[config.mk]
export PLATFORM = sky130hd
export DESIGN_NAME = pc_sequencer
export DESIGN_NICKNAME = d
export VERILOG_FILES = /design/src/rtl/pc_seq_pkg.sv /design/src/rtl/pc_sequencer_ret_stack.sv /design/src/rtl/pc_sequencer.sv
export SDC_FILE = /design/constraint.sdc
export NUM_CORES = 1
export LEC_CHECK = 0
export BUFFER_PORTS_ARGS = -buffer_cell sky130_fd_sc_hd__buf_4
export CORE_ASPECT_RATIO = 1.1
export CORE_MARGIN = 3
export CORE_UTILIZATION = 50
export DETAILED_ROUTE_END_ITERATION = 10
export PLACE_DENSITY_LB_ADDON = 0.2
export SLEW_MARGIN = 10
export SYNTH_ARGS = -nofsm -noshare
export SYNTH_HDL_FRONTEND = slang
export SYNTH_SLANG_ARGS = --single-unit
[constraint.sdc]
create_clock -name clk -period 2.7 [get_ports clk]
set_clock_uncertainty 0.05 [all_clocks]
set_input_delay 0.27 -clock clk [delete_from_list [all_inputs] [get_ports clk]]
set_output_delay 0.27 -clock clk [all_outputs]
set_load 0.01 [all_outputs]
[src/rtl/pc_seq_pkg.sv]
// Shared types for the PC sequencer: decoded operation classes and FSM states.
// The decoder and the testbench import this package too, so the encodings
// here are the single source of truth.
package pc_seq_pkg;

  // Decoded operation class delivered by the decoder alongside instr_valid.
  // Code 7 is reserved and the sequencer treats it as a plain sequential step.
  typedef enum logic [2:0] {
    OP_SEQ    = 3'd0,
    OP_JUMP   = 3'd1,
    OP_BRANCH = 3'd2,
    OP_CALL   = 3'd3,
    OP_RET    = 3'd4,
    OP_MEM    = 3'd5,
    OP_HALT   = 3'd6,
    OP_RSVD   = 3'd7
  } op_kind_t;

  // Sequencer control states.
  typedef enum logic [1:0] {
    S_IDLE     = 2'd0,
    S_FETCH    = 2'd1,
    S_MEM_WAIT = 2'd2,
    S_HALTED   = 2'd3
  } seq_state_t;

endpackage

[src/rtl/pc_sequencer_ret_stack.sv]
// Return-address stack for CALL/RET. The pointer counts entries (0..DEPTH),
// so full and empty are unambiguous. Entry storage is never reset; the top
// entry is only meaningful when the stack is not empty. DEPTH must be a power
// of two and at least 2 so the entry index wraps cleanly.
module ret_stack #(
  parameter int D     = 12,
  parameter int DEPTH = 4
) (
  input  logic         clk,
  input  logic         reset,
  input  logic         clear_i,
  input  logic         push_i,
  input  logic         pop_i,
  input  logic [D-1:0] data_i,
  output logic [D-1:0] data_o,
  output logic         full_o,
  output logic         empty_o
);

  localparam int IW  = $clog2(DEPTH);
  localparam int SPW = IW + 1;
  localparam logic [SPW-1:0] FULL_CNT = SPW'(DEPTH);
  localparam logic [SPW-1:0] SP_ONE   = SPW'(1);
  localparam logic [IW-1:0]  IDX_ONE  = IW'(1);

  logic [D-1:0]   mem_q [DEPTH];
  logic [SPW-1:0] sp_q;
  logic [SPW-1:0] sp_d;
  logic [IW-1:0]  wrIdx;
  logic [IW-1:0]  topIdx;

  // Write slot is the pointer's low bits; the top entry sits one below it
  // (with sp = DEPTH the low bits wrap to 0, so the top is DEPTH-1).
  assign wrIdx   = sp_q[IW-1:0];
  assign topIdx  = wrIdx - IDX_ONE;
  assign full_o  = (sp_q == FULL_CNT);
  assign empty_o = (sp_q == '0);
  assign data_o  = mem_q[topIdx];

  // Pointer next-state: clear wins, then push, then pop; overflowing or
  // underflowing requests leave the pointer untouched.
  always_comb begin
    sp_d = sp_q;
    if (clear_i) begin
      sp_d = '0;
    end else if (push_i && !full_o) begin
      sp_d = sp_q + SP_ONE;
    end else if (pop_i && !empty_o) begin
      sp_d = sp_q - SP_ONE;
    end
  end

  // Pointer register with synchronous active-low reset.
  always_ff @(posedge clk) begin
    if (!reset) begin
      sp_q <= '0;
    end else begin
      sp_q <= sp_d;
    end
  end

  // Entry storage: written on an accepted push only, never reset.
  always_ff @(posedge clk) begin
    if (reset && push_i && !clear_i && !full_o) begin
      mem_q[wrIdx] <= data_i;
    end
  end

endmodule

[src/rtl/pc_sequencer.sv]
// PC sequencer: turns decoded per-instruction control into PC step/jump
// commands, stalls across memory operations, keeps a return-address stack
// for CALL/RET and reports halt and stack errors through sticky flags.
module pc_sequencer
  import pc_seq_pkg::*;
#(
  parameter int D     = 12,
  parameter int DEPTH = 4
) (
  input  logic         clk,
  input  logic         reset,
  input  logic         start,
  input  logic         instr_valid,
  input  logic [2:0]   op_kind,
  input  logic         cond,
  input  logic [D-1:0] jump_target,
  input  logic [D-1:0] pc_cur,
  input  logic         mem_done,
  output logic         next_flag,
  output logic         absjump_en,
  output logic [D-1:0] target,
  output logic         mem_req,
  output logic         busy,
  output logic         done,
  output logic         stack_err
);

  localparam logic [D-1:0] PC_ONE = D'(1);

  seq_state_t   state_q;
  seq_state_t   state_d;
  op_kind_t     opKind;
  logic         done_q;
  logic         err_q;
  logic         pushEn;
  logic         popEn;
  logic         stackClr;
  logic         setDone;
  logic         setErr;
  logic         stackFull;
  logic         stackEmpty;
  logic [D-1:0] stackTop;
  logic [D-1:0] retAddr;

  assign opKind  = op_kind_t'(op_kind);
  assign retAddr = pc_cur + PC_ONE;

  ret_stack #(
    .D     (D),
    .DEPTH (DEPTH)
  ) u_ret_stack (
    .clk     (clk),
    .reset   (reset),
    .clear_i (stackClr),
    .push_i  (pushEn),
    .pop_i   (popEn),
    .data_i  (retAddr),
    .data_o  (stackTop),
    .full_o  (stackFull),
    .empty_o (stackEmpty)
  );

  // State register with synchronous active-low reset.
  always_ff @(posedge clk) begin
    if (!reset) begin
      state_q <= S_IDLE;
    end else begin
      state_q <= state_d;
    end
  end

  // Next-state logic: stack faults and HALT park the core in HALTED, MEM
  // stalls until a completion pulse seen while already waiting.
  always_comb begin
    state_d = state_q;
    case (state_q)
      S_IDLE: begin
        if (start) state_d = S_FETCH;
      end
      S_FETCH: begin
        if (instr_valid) begin
          case (opKind)
            OP_CALL: if (stackFull)  state_d = S_HALTED;
            OP_RET:  if (stackEmpty) state_d = S_HALTED;
            OP_MEM:  state_d = S_MEM_WAIT;
            OP_HALT: state_d = S_HALTED;
            default: state_d = S_FETCH;
          endcase
        end
      end
      S_MEM_WAIT: begin
        if (mem_done) state_d = S_FETCH;
      end
      S_HALTED: begin
        if (start) state_d = S_FETCH;
      end
      default: state_d = S_IDLE;
    endcase
  end

  // Output logic: PC controls, stack push/pop and flag-update strobes, all
  // forced quiet while reset is held. target is zero unless a load is asked.
  always_comb begin
    next_flag  = 1'b0;
    absjump_en = 1'b0;
    target     = '0;
    mem_req    = 1'b0;
    busy       = 1'b0;
    pushEn     = 1'b0;
    popEn      = 1'b0;
    stackClr   = 1'b0;
    setDone    = 1'b0;
    setErr     = 1'b0;
    if (reset) begin
      case (state_q)
        S_IDLE: begin
          stackClr = start;
        end
        S_FETCH: begin
          busy = 1'b1;
          if (instr_valid) begin
            case (opKind)
              OP_JUMP: begin
                next_flag  = 1'b1;
                absjump_en = 1'b1;
                target     = jump_target;
              end
              OP_BRANCH: begin
                next_flag = 1'b1;
                if (cond) begin
                  absjump_en = 1'b1;
                  target     = jump_target;
                end
              end
              OP_CALL: begin
                if (stackFull) begin
                  setErr = 1'b1;
                end else begin
                  pushEn     = 1'b1;
                  next_flag  = 1'b1;
                  absjump_en = 1'b1;
                  target     = jump_target;
                end
              end
              OP_RET: begin
                if (stackEmpty) begin
                  setErr = 1'b1;
                end else begin
                  popEn      = 1'b1;
                  next_flag  = 1'b1;
                  absjump_en = 1'b1;
                  target     = stackTop;
                end
              end
              OP_MEM: begin
                mem_req = 1'b1;
              end
              OP_HALT: begin
                setDone = 1'b1;
              end
              default: begin
                next_flag = 1'b1;
              end
            endcase
          end
        end
        S_MEM_WAIT: begin
          busy      = 1'b1;
          mem_req   = 1'b1;
          next_flag = mem_done;
        end
        S_HALTED: begin
          stackClr = start;
        end
        default: begin
          busy = 1'b0;
        end
      endcase
    end
  end

  // Sticky done / stack_err flags: cleared by reset or by a restart.
  always_ff @(posedge clk) begin
    if (!reset) begin
      done_q <= 1'b0;
      err_q  <= 1'b0;
    end else if (stackClr) begin
      done_q <= 1'b0;
      err_q  <= 1'b0;
    end else begin
      if (setDone) done_q <= 1'b1;
      if (setErr)  err_q  <= 1'b1;
    end
  end

  assign done      = done_q;
  assign stack_err = err_q;

endmodule
==> results of run 1 <==
==> sequential cells by signal (all words and copies together) (netlist names) <==
register,flops
u_ret_stack.sp_q,3
u_ret_stack.mem_q,48
state_q,2
done,1
stack_err,1
==> metrics by stage <==
stage | util (%) | std cells
6_report | 62.8 | 350
5_1_grt | 62.8 | 350
4_1_cts | 62.5 | 350
3_5_place_dp | 60.9 | 342
3_3_place_gp | 60.9 | 342
2_1_floorplan | - | 221
==> final cells by class <==
class	count	share of cell area (%)
Multi-Input combinational cell	146	35.5
Clock inverter	1	0.253
Tap cell	75	2.72
Sequential cell	55	45.8
Inverter	7	0.760
Timing Repair Buffer	59	12.8
Clock buffer	7	2.21
==> layer usage <==
layer	track usage, %	vias to the layer above	share of wire [%]
met4	6.52	0	1.4
li1	-	949	-
met1	24.2	975	42
met3	3.15	8	3.5
met2	36.7	47	53
met5	0	-	0
==> critical path: stages, from the launching register on <==
cell	delay (ps)
dfxtp_1	430
inv_1	100
ha_2	230
and4_1	240
nor3_4	280
buf_4	240
a22oi_1	90
nor2_1	100
buf_4	140
==> cell families (layout without fill, tap and decap cells) <==
family / after synthesis / in the layout / synth area share (%)
compound gates: 36 / 36 / 9.01
buf+inv: 20 / 74 / 3.51
mux: 16 / 16 / 10.7
xor+xnor: 10 / 10 / 3.03
flops: 55 / 55 / 54.7
simple gates: 75 / 75 / 14.8
fa+ha+maj: 9 / 9 / 4.16
==> placed cells by master, fill, tap and decap left out, types with 2 or more instances in the layout <==
master | netlist | routed
mux4_2 | 12 | 12
clkbuf_1 | 2 | 2
nor2_1 | 18 | 18
inv_1 | 7 | 7
nand2b_1 | 2 | 2
nand4_1 | 6 | 6
xor2_1 | 3 | 3
and3_1 | 2 | 2
nor2b_1 | 5 | 5
o21ai_0 | 3 | 3
buf_4 | 0 | 59
xnor2_1 | 7 | 7
nor3b_1 | 2 | 2
a32oi_1 | 2 | 2
a21oi_1 | 5 | 5
nand2_1 | 12 | 12
a22oi_1 | 12 | 12
nand3_1 | 9 | 8
o2111ai_1 | 2 | 2
mux2i_1 | 4 | 4
clkbuf_8 | 0 | 5
ha_1 | 8 | 7
a31oi_1 | 2 | 2
and2_1 | 5 | 5
edfxtp_1 | 48 | 48
dfxtp_1 | 7 | 7
o21a_1 | 3 | 3
==> path summary, 6_finish.rpt <==
| path | from | end | slack (ps) |
|---|---|---|---|
| max reg2reg | state_q[1] | u_ret_stack.sp_q[2] | 290 |
| min reg2reg | done | done | 440 |
| max | u_ret_stack.sp_q[1] | target[9] | 220 |
| min | reset | state_q[0] | 250 |
==> power breakdown <==
part	leakage (uW)	internal (uW)	switching, uW
Sequential	0.000488	942	15.8
Clock	0.0000428	187	248
Combinational	0.000701	156	186
==> Yosys cell counts, types with 2 or more instances <==
master and instances:
dfxtp_1 7, o2111ai_1 2, nor3b_1 2, xor2_1 3, nand3_1 9, a31oi_1 2, edfxtp_1 48, nor2_1 18
nor2b_1 5, and2_1 5, a21oi_1 5, nand2b_1 2, ha_1 8, a32oi_1 2, a22oi_1 12, and3_1 2
xnor2_1 7, mux2i_1 4, nand2_1 12, inv_1 7, nand4_1 6, o21a_1 3, buf_6 2, mux4_2 12
o21ai_0 3, buf_2 9, clkbuf_1 2
==> timing repair <==
| action | 4_1_cts | 5_1_grt |
|---|---|---|
| hold buffers | 0 | 0 |
| setup endpoints to repair | 0 | 11 |
| gates resized for setup | 0 | 4 |
==> results.toml, run 1 <==
[run_status]
status = "finished clean"

[placed_design]
dp_slack_ps = 285
dp_hpwl_mm = 4.53
gp_congestion = 0.904
place_area_um2 = 3350
numPortBuffers = 50

[synthesis]
syn_area_per_cell_um2 = 13.1
synth_edf_count = 48
synth_top_area_share_pct = 49.9
ys.flop_type = "edfxtp_1"
mappedNetlistArea_um2 = 2890
ys_ff_latch = 55
synth_top_cell_by_area = "edfxtp_1"
ys_seq_area_share_pct = 54.7
ys_async_sr_fraction_pct = 0
syn_nets = 263
synthTopCellsByArea = "edfxtp_1 (50%), mux4_2 (9.4%), dfxtp_1 (4.9%)"
yosysWarnings = 0
syn-instance-count = 221
ys_types = 49

[clock_network]
postCtsSetupBuffers = 0
clk_latency_ps = 300
htree_num_levels = 2
cts_made_buffers = 5
cts_sinks = 55
cts-root-buf = "clkbuf_8"
clk_pin_slew_ps = 90
clock_path_buffers = 2
tritoncts = "built"

[global_route]
grt_pass1_vias = 2098
grt_overflow = 0
grt_max_degree = 17
grt_pass1_wl_mm = 10.4
grt.total_usage_pct = 20.0
antenna_found_initial = 0

[finish]
seq_area_um2 = 1580
drive_gt1_share_pct = 30.9
antenna_cells = 0
fillers = 458
post-route-cell-area_um2 = 3460
nets = 316
multiInputGateArea_um2 = 1230
syn2layout_area_growth_pct = 19.6

[routing]
drt_iter0_drc = 114
num_vias = 1979
drt-vias-per-instance = 5.65
firstDrtPassIters = 4
wirelength_mm = 6.15
route.detailed.drc = 0
drtAntennaViolNets = 0
wire_per_inst_um = 17.6

[hold_path]
hold_path_depth = 3
hp-class = "in2reg"

[worst_setup_path]
criticalPathCategory = "reg2out"
worst_setup_path_start_kind = "flip-flop"
endpoint_kind = "primary output"
cp_data_required_time_ps = 2380
worstPathArrival_ps = 2160
critPathMaxFanout = 9
r2r_cells = 8

[job]
cap_violations = 0

[power]
leakage_uw = 0.00123
power_density_nw_per_um2 = 502
ir_drop_v = 0.000298
power_uw = 1740

[sta]
setup_slack_ps = 218
hold_violations = 0
rsz0062_at_grt = "false"
slew_violations = 0
setup_tns_ps = 0
holdWs_ps = 253
min_period_over_period_pct = 91.9
setup_viol = 0
max_clock_freq_mhz = 403
post-route-min-period_ps = 2480
worst_pin_slew_ps = 464
slew_headroom_pct = 68.8

[die]
num_io_pins = 51
coreArea_um2 = 5500
die_h_um = 85.7
start_util_pct = 52.5
dieWidth_um = 78.5
std_cell_rows = 28
die_area_um2 = 6730
No activity file was read; power rests on OpenSTA's default activity.
==> inputs of run 2 (changes only) <==
--- a/config.mk
+++ b/config.mk
@@ -8,7 +8,8 @@
 export BUFFER_PORTS_ARGS = -buffer_cell sky130_fd_sc_hd__buf_4
 export CORE_ASPECT_RATIO = 1.1
 export CORE_MARGIN = 3
-export CORE_UTILIZATION = 50
+export CORE_UTILIZATION = 52
+export CTS_BUF_LIST = sky130_fd_sc_hd__clkbuf_4 sky130_fd_sc_hd__clkbuf_8
 export DETAILED_ROUTE_END_ITERATION = 10
 export PLACE_DENSITY_LB_ADDON = 0.2
 export SLEW_MARGIN = 10
==> run 2 against run 1 <==
Critical endpoint is now target[8]. Largest cell class unchanged. Sequential power about the same. Largest power group unchanged. First-iteration DRC count up 8.8%. Cell area up 0.80%. Critical path type unchanged. Highest routed layer unchanged. Global-route usage decreased by 1.3 points.
==> results.toml, run 2 (same netlist as run 1, synthesis figures left out) <==
[finish]
largest-register = "u_ret_stack.mem_q"
drive_gt1_share_pct = 31.4
antenna_cells = 0
seq_area_um2 = 1580
largest_reg_flops = 48
reg_top3 = "u_ret_stack.mem_q x48, u_ret_stack.sp_q x3, state_q x2"
final_common_cell = "buf_4"
multiInputGateArea_um2 = 1210
fillers = 425
most-common-layout-cells = "buf_4 (60), edfxtp_1 (48), nor2_1 (18)"
nets = 318
syn2layout_area_growth_pct = 20.6
post-route-cell-area_um2 = 3480

[clock_network]
cts_made_buffers = 5
clk_pin_slew_ps = 90
clk_latency_ps = 300
holdBufCountCts = 0
cts-root-buf = "clkbuf_8"
tritoncts = "built"
clock_path_buffers = 2
htree_num_levels = 2
cts_sinks = 55

[worst_setup_path]
cpMostUsedCell = "buf_4"
crit_family = "simple AND/OR/NAND/NOR gates"
criticalPathCategory = "reg2out"
path_buf_inv = 2
startpoint = "state_q[0]"
crit_path_cell_trace = "ha_1, and3_1, buf_4, nand3_1, nor2_1, buf_4"
cp_data_required_time_ps = 2380
worstPathArrival_ps = 2140
reg2reg_from = "state_q[0]"
cp_slowest_cell = "dfxtp_1"
cpPeakStageDelay_ps = 410
endpoint_kind = "primary output"
worst_setup_path_start_kind = "flip-flop"
critPathMaxFanout = 12

[die]
start_util_pct = 55.5
dieWidth_um = 77.1
num_io_pins = 51
die_h_um = 84.2
die_area_um2 = 6490
std_cell_rows = 27
coreArea_um2 = 5200

[routing]
firstDrtPassIters = 4
wire_per_inst_um = 16.5
drt_iter0_drc = 124
num_vias = 1946
drtAntennaViolNets = 0
drt-vias-per-instance = 5.58
route.detailed.drc = 0
wirelength_mm = 5.77

[job]
cap_violations = 0

[sta]
holdWs_ps = 242
rsz0062_at_grt = "false"
setup_tns_ps = 0
min_period_over_period_pct = 91.1
worst_pin_slew_ps = 535
max_clock_freq_mhz = 406
slew_headroom_pct = 64.2
setup_viol = 0
post-route-min-period_ps = 2460
hold_violations = 0
slew_violations = 0

[hold_path]
hp-class = "in2reg"
min-delay-start = "reset"

[global_route]
grt_overflow = 0
antenna_found_initial = 0
grt.total_usage_pct = 18.8
grt_pass1_vias = 1935
grt_max_degree = 17
grt_pass1_wl_mm = 9.58

[run_status]
status = "finished clean"

[placed_design]
numPortBuffers = 50
dp_hpwl_mm = 4.19
place_area_um2 = 3370
gp_congestion = 0.875

[power]
ir_drop_v = 0.000357
power_density_nw_per_um2 = 521
leakage_uw = 0.00125
run 2: worst reg2reg max path, stage by stage (launching register included):
cell and delay (ps):
dfxtp_1 410, ha_1 280, and3_1 210, nand3_1 100
fa_1 400, or4b_4 530, a21boi_2 160, mux2i_1 180
run 2: area by class of cell:
cell class	instances	share of cell area (%)
timing repair buffer	61	13.5
tap	72	2.59
multi-input combinational	146	34.6
sequential	55	45.4
clock buffer	5	1.98
inverter	7	0.754
clock inverter	3	1.11
run 2: power breakdown:
group	internal, uW	switching, uW
clock	272	245
sequential	942	15.8
combinational	157	182
run 2: timing repair:
item | 4_1_cts | 5_1_grt
buffers inserted | 0 | 0
hold endpoints to repair | 0 | 0
gates resized for setup | 0 | 1
setup endpoints to repair | 0 | 3
run 2: routing by layer:
metal / vias to the layer above / GRT usage [%] / wire length [um]
li1: 958 / - / -
met1: 931 / 25.3 / 2540
met2: 49 / 30.8 / 2840
met3: 8 / 3.65 / 295
met4: 0 / 6.15 / 95
met5: - / 0 / 0
run 2: metrics by stage:
step | util, % | power (uW) | std cells | worst slack, ps
2_1_floorplan | - | 1190 | 221 | 20.8
3_3_place_gp | 64.9 | 1310 | 341 | 387
3_5_place_dp | 64.9 | 1310 | 341 | 321
4_1_cts | 66.9 | 1830 | 349 | 156
5_1_grt | 67.0 | 1900 | 349 | 13.3
6_report | 67.0 | 1810 | 349 | 240
run 2: final timing paths:
path                         end  slack [ps]  cells past startpoint
max                    target[8]         240                      6
min                   state_q[0]         240                      3
max reg2reg  u_ret_stack.sp_q[2]         320                      7
min reg2reg            stack_err         450                      2
